## config.mk

```make
export PLATFORM = sky130hd
export DESIGN_NAME = uart_rom_loader
export DESIGN_NICKNAME = d
export VERILOG_FILES = /design/src/rtl/uart_rom_loader.sv
export SDC_FILE = /design/constraint.sdc
export NUM_CORES = 1
export LEC_CHECK = 0
export ABC_AREA = 1
export CAP_MARGIN = 30
export CORE_MARGIN = 2
export CORE_UTILIZATION = 61
export DETAILED_ROUTE_END_ITERATION = 10
export PLACE_DENSITY = 0.86
export SETUP_SLACK_MARGIN = 0.2
export SLEW_MARGIN = 10
export SYNTH_ARGS = -nofsm -noshare
export SYNTH_HDL_FRONTEND = slang
export SYNTH_SLANG_ARGS = --single-unit
```

## constraint.sdc

```tcl
create_clock -name clk -period 10.3 [get_ports clk]
set_input_delay 1.545 -clock clk [delete_from_list [all_inputs] [get_ports clk]]
set_output_delay 1.545 -clock clk [all_outputs]
set_load 0.005 [all_outputs]
```

## src/rtl/uart_rom_loader.sv

```systemverilog
// UART program downloader: receives 8N1 bytes, packs them little-endian into
// 32-bit words and writes them to the instruction ROM while holding the core.
module uart_rom_loader #(
  parameter int          CLK_FREQ  = 50_000_000,
  parameter int          BAUD      = 115200,
  parameter logic [31:0] ADDR_BASE = 32'h0
) (
  input  logic        clk,
  input  logic        rst,
  input  logic        load_en_i,
  input  logic        uart_rx_i,
  output logic        wen_o,
  output logic [31:0] w_addr_o,
  output logic [31:0] w_data_o,
  output logic        hold_o,
  output logic        err_o,
  output logic [15:0] word_cnt_o
);
  localparam int BAUD_DIV = CLK_FREQ / BAUD;
  localparam int CW       = $clog2(BAUD_DIV + 1);
  localparam logic [CW-1:0] HALF_M1 = CW'(BAUD_DIV / 2 - 1);
  localparam logic [CW-1:0] FULL_M1 = CW'(BAUD_DIV - 1);

  typedef enum logic [1:0] {IDLE, START, DATA, STOP} state_t;

  state_t        state, state_n;
  logic          rx_m, rx_s;
  logic [CW-1:0] baud_cnt;
  logic [2:0]    bit_idx;
  logic [7:0]    shreg;
  logic          cnt_clr, shift, byte_vld, frm_err;

  logic          load_q, start, fall;
  logic [1:0]    idx;
  logic [31:0]   pack, pack_nxt;
  logic          emit, drop_pend;

  always_ff @(posedge clk or posedge rst) begin
    if (rst) begin
      rx_m <= 1'b1;
      rx_s <= 1'b1;
    end else begin
      rx_m <= uart_rx_i;
      rx_s <= rx_m;
    end
  end

  always_ff @(posedge clk or posedge rst) begin
    if (rst) state <= IDLE;
    else     state <= state_n;
  end

  // byte_vld/frm_err come from the STOP sample even in the cycle load_en_i
  // falls, so a frame finishing on that edge is still packed and flushed.
  always_comb begin
    state_n  = state;
    cnt_clr  = 1'b0;
    shift    = 1'b0;
    byte_vld = 1'b0;
    frm_err  = 1'b0;
    case (state)
      IDLE: begin
        cnt_clr = 1'b1;
        if (!rx_s) state_n = START;
      end
      START: if (baud_cnt == HALF_M1) begin
        cnt_clr = 1'b1;
        state_n = rx_s ? IDLE : DATA;
      end
      DATA: if (baud_cnt == FULL_M1) begin
        cnt_clr = 1'b1;
        shift   = 1'b1;
        if (bit_idx == 3'd7) state_n = STOP;
      end
      STOP: if (baud_cnt == FULL_M1) begin
        cnt_clr = 1'b1;
        state_n = IDLE;
        if (rx_s) byte_vld = 1'b1;
        else      frm_err  = 1'b1;
      end
      default: state_n = IDLE;
    endcase
    if (!load_en_i) begin
      state_n = IDLE;
      cnt_clr = 1'b1;
    end
  end

  always_ff @(posedge clk or posedge rst) begin
    if (rst) begin
      baud_cnt <= '0;
      bit_idx  <= '0;
      shreg    <= '0;
    end else begin
      baud_cnt <= cnt_clr ? '0 : baud_cnt + 1'b1;
      if (state != DATA) bit_idx <= '0;
      else if (shift)    bit_idx <= bit_idx + 3'd1;
      if (shift) shreg <= {rx_s, shreg[7:1]};
    end
  end

  assign start = load_en_i & ~load_q;
  assign fall  = ~load_en_i & load_q;

  always_comb begin
    pack_nxt = pack;
    if (byte_vld) pack_nxt[{idx, 3'b000} +: 8] = shreg;
  end

  // A write goes out on the 4th byte, or as a flush of a partial word at session end.
  assign emit = (byte_vld && idx == 2'd3) || (fall && (idx != 2'd0 || byte_vld));

  always_ff @(posedge clk or posedge rst) begin
    if (rst) begin
      load_q     <= 1'b0;
      wen_o      <= 1'b0;
      w_addr_o   <= ADDR_BASE;
      w_data_o   <= '0;
      hold_o     <= 1'b0;
      err_o      <= 1'b0;
      word_cnt_o <= '0;
      idx        <= '0;
      pack       <= '0;
      drop_pend  <= 1'b0;
    end else begin
      load_q <= load_en_i;
      wen_o  <= emit;
      if (emit) w_data_o <= pack_nxt;
      if (start) begin
        w_addr_o   <= ADDR_BASE;
        word_cnt_o <= '0;
        err_o      <= 1'b0;
        idx        <= '0;
        pack       <= '0;
        hold_o     <= 1'b1;
        drop_pend  <= 1'b0;
      end else begin
        if (wen_o) begin
          w_addr_o   <= w_addr_o + 32'd4;
          word_cnt_o <= word_cnt_o + 16'd1;
        end
        if (frm_err) err_o <= 1'b1;
        if (emit) begin
          pack <= '0;
          idx  <= '0;
        end else if (byte_vld) begin
          pack <= pack_nxt;
          idx  <= idx + 2'd1;
        end
        // With a flush pending, hold stays up through the write cycle.
        if (fall) begin
          if (emit) drop_pend <= 1'b1;
          else      hold_o    <= 1'b0;
        end
        if (drop_pend) begin
          hold_o    <= 1'b0;
          drop_pend <= 1'b0;
        end
      end
    end
  end
endmodule

```

==> results list <==
* Outcome: finished clean
- The worst setup path is of the in -> reg kind.
- Summing all placed instances gives a cell area of around 8000 um^2.
- In the global route stage, overall resource usage came out at 29.6%.
* DRC viols: 0
* Worst reg2reg startpoint: idx[0]
* Finish-stage setup viols: 0
* DRT iter0 DRCs: 848
* GR Overflow Total: 0
* Max transition margin: about 45%
* Fin crit share: about a third
- Once the floorplan was initialized, standard cells occupied a little over three fifths of the core.
- The startpoint identified for the worst hold timing path is rx_m.
* Worst R2R Setup Slack: around 7400 ps
- The worst hold path terminates at rx_s.
- After filler insertion, the fill cell instance count of the layout stands at 857.
* Total power density per cell area: around 140 nW/um^2
- Clock network latency to the later pin of the worst-skew pair: ~430 ps
- The worst path needs 3560 ps of the cycle, external delays included.
* Avg Vias per Cell: between 5 and 6
- Leading cell type in the layout, fill and taps excluded: nand2_1
- Worst Reg2Reg Path Length in Cells: 6
* Number of levels in the clock H-tree: 4
* Seq/Total Area, Yosys: between 40 and 50%
- After clock tree synthesis, the clock-pin slew on the worst setup and hold paths is roughly 50 ps.
- Among all stages on the critical path, the largest delay is contributed by nand3_2.
* Kind of path behind the tightest hold check: reg -> reg
- Routed wire length: between 15 and 20 mm
- Final TNS setup: 0 ps
- STA classifies the critical path endpoint as a flop.
- VDD IR-drop max: between 0.1 and 0.15 mV
- Distinct cell type count of the synthesized netlist: 36
* Worst Hold Path Cells: 0
* Top FF cell, synth: dfrtp_1
* Post-synth ARST share: between 90% and 100%
* Buffer depth of the longest clock path: 2
- Number of buffers created by CTS: 17
* TritonCTS clock tree: built
- The total count of hold-check failures in the final report is 0.
* Avg Inst Size Synth: approximately 7.6 um^2
* Number of enable flip-flop cells after synthesis: 0
* Layout Skew: ~5.5 ps
- The detail route stage leaves a number of antenna-violating nets equal to 0.
- Largest net degree at the start of global routing: between 70 and 80
- Summing every instance area after synthesis gives between 7000 and 8000 um^2.
* Hold Buf Count CTS: 0
* Floorplan core area: approximately 12,000 um^2
- RD Place Congestion: 0.967
* Post-CTS sizing: 0
* Num ports: 87
* Layout overhead on the synthesized area: 19.6%
* Detailed Place HPWL: 11.9 mm
- CTS placed an instance of clkbuf_16 at the clock tree root.
- In the final layout, the share of cells above drive strength 1 is under 10%.
* Setup Buffers After CTS: 0
- First-pass GRT wire length: approximately 30 mm
* Cell chain of the critical path: clkdlybuf4s50_1 -> ha_1 -> clkinv_1 -> buf_4 -> nand3_2 -> a21oi_1
- Detailed routing inserted a total of around 6.7k vias.
- Input and output buffers added on the ports amount to between 80 and 90.
* Total Nets Final: 1,057
* Via count of the first global-routing pass: around 6.3k
- Number of clock sinks: between 100 and 150
- Flop and latch count out of synthesis: approximately 140
- Required time at the endpoint of the critical path: ~11,000 ps
- Total leakage power: just over 0.004 uW
- Detailed Routing Iterations Pass 1: 5
* Max-cap viol count: 0
- Capturing point of the worst reg2reg path: pack[7]
- The cell count after synthesis came out at 965.
- In the layout the commonest cells are nand2_1 (270), nor2_1 (141), dfrtp_1 (139).
- For the pin with the worst max-slew slack, the measured transition is between 800 and 900 ps.
- Number of diodes: 0
- The number of antenna violations at the first check in global routing was 0.
- Die Footprint: between 10,000 and 15,000 um^2
* Footprint of the flip-flops and latches: 3530 um^2
- Final design instance area without fill: between 8000 and 9000 um^2
- The initialized floorplan defines 39 standard-cell rows.
- In this run the worst path has a maximum fanout of 44.
- Measured along the y axis, the die boundary spans ~110 um.
- DR WL/cell: 15.0 um
- The Yosys step of the flow raised 0 warnings.
- STA classifies the critical path startpoint as an input pin.
* Horizontal die dimension: around 110 um
* Highest attainable clock frequency: 0.281 GHz
- Final Slew Violations: 0
* Worst path max stage delay: approximately 630 ps
* Arrival time at the worst endpoint: approximately 3900 ps
* Area occupied by multi-input gates: between 3000 and 4000 um^2
- Setup repair after global routing left no endpoint under its margin.
[power breakdown]
group          switching [uW]  total [uW]  internal, uW
clock network             223         607           384
logic                    39.9        54.1          14.2
registers                7.11         567           560
total                     270        1230           959
[metal layers]
layer / vias to the layer above / global-route usage, % / routed length (um)
met5: - / 0 / 0
li1: 3239 / - / -
met1: 3144 / 42.0 / 7860
met3: 30 / 7.12 / 1390
met2: 276 / 45.6 / 8400
met4: 0 / 9.35 / 306
[registers in the layout, summed over array words and instances, names as in the netlist, 2 cells and up]
signal	flops
bit_idx	3
pack	32
w_addr_o	30
shreg	8
baud_cnt	9
state	2
idx	2
word_cnt_o	16
w_data_o	32
[critical path, delay by kind of cell]
family	cells	cell delay [ps]
buffers and inverters	3	970
and+or+nand+nor	1	630
AOI/OAI and AO/OA	1	370
adders and majority gates	1	360
[cell families after synthesis]
logic type,after synthesis,share of synthesized area [%]
fa+ha+maj,14,2.39
flops,141,48.3
other cells,1,0.0513
simple gates,561,33.1
xor+xnor,5,0.599
compound gates,107,7.59
buf+inv,136,7.99
[worst max path at each step]
stage / start / cells past startpoint / slack, ps / to
after global placement: load_en_i / 6 / 6450 / pack[12]
final: load_en_i / 6 / 6740 / pack[7]
after floorplan: rst / 1 / 4980 / baud_cnt[0]
after global routing: load_en_i / 6 / 6510 / idx[1]
after CTS: load_en_i / 6 / 6750 / pack[7]
after detailed placement: load_en_i / 6 / 6350 / pack[15]
[final cells by class]
class	instances	area share, %
clock buffers	24	5.28
flip-flops and latches	141	40.4
well taps	143	2.05
repair buffers	88	9.95
inverters	102	4.43
clock inverters	8	1.32
multi-input cells	689	36.6
[through the flow]
step                utilization (%)  setup WS [ps]  hold slack, ps  power (uW)  instances
finish                         75.6           6740             361        1230       1195
global route                   75.6           6510             365        1270       1195
CTS                            75.6           6750             363        1230       1195
detailed placement             70.7           6350             352         631       1163
global placement               70.7           6450             346         630       1163
floorplan                         -           4980             345         618        966
[cell usage after synthesis, types with 2 or more instances]
cell      count  share of area, %
nor3_1       24               1.6
nand4_1      32               2.7
buf_4         7              0.72
nand2_2       2              0.17
nor2_1      141               7.2
xnor2_1       2              0.24
nand3_1      78               5.3
a21oi_1      50               3.4
o21a_1        2              0.21
buf_6         5              0.77
nor3b_1       2              0.21
o21ai_0      43               2.9
nor2_8        2              0.55
dfstp_2       2              0.72
o21ai_1       7              0.48
clkbuf_1     13              0.67
o21bai_1      3              0.31
nand3_2       2              0.27
o21ai_2       2              0.24
ha_1         14               2.4
dfrtp_1     139                48
buf_2         8              0.55
xor2_1        3              0.36
nand2_4       2              0.31
inv_1        96               4.9
clkinv_1      3              0.15
inv_2         3              0.15
nand2_1     270                14
No activity file was read; power rests on OpenSTA's default activity.
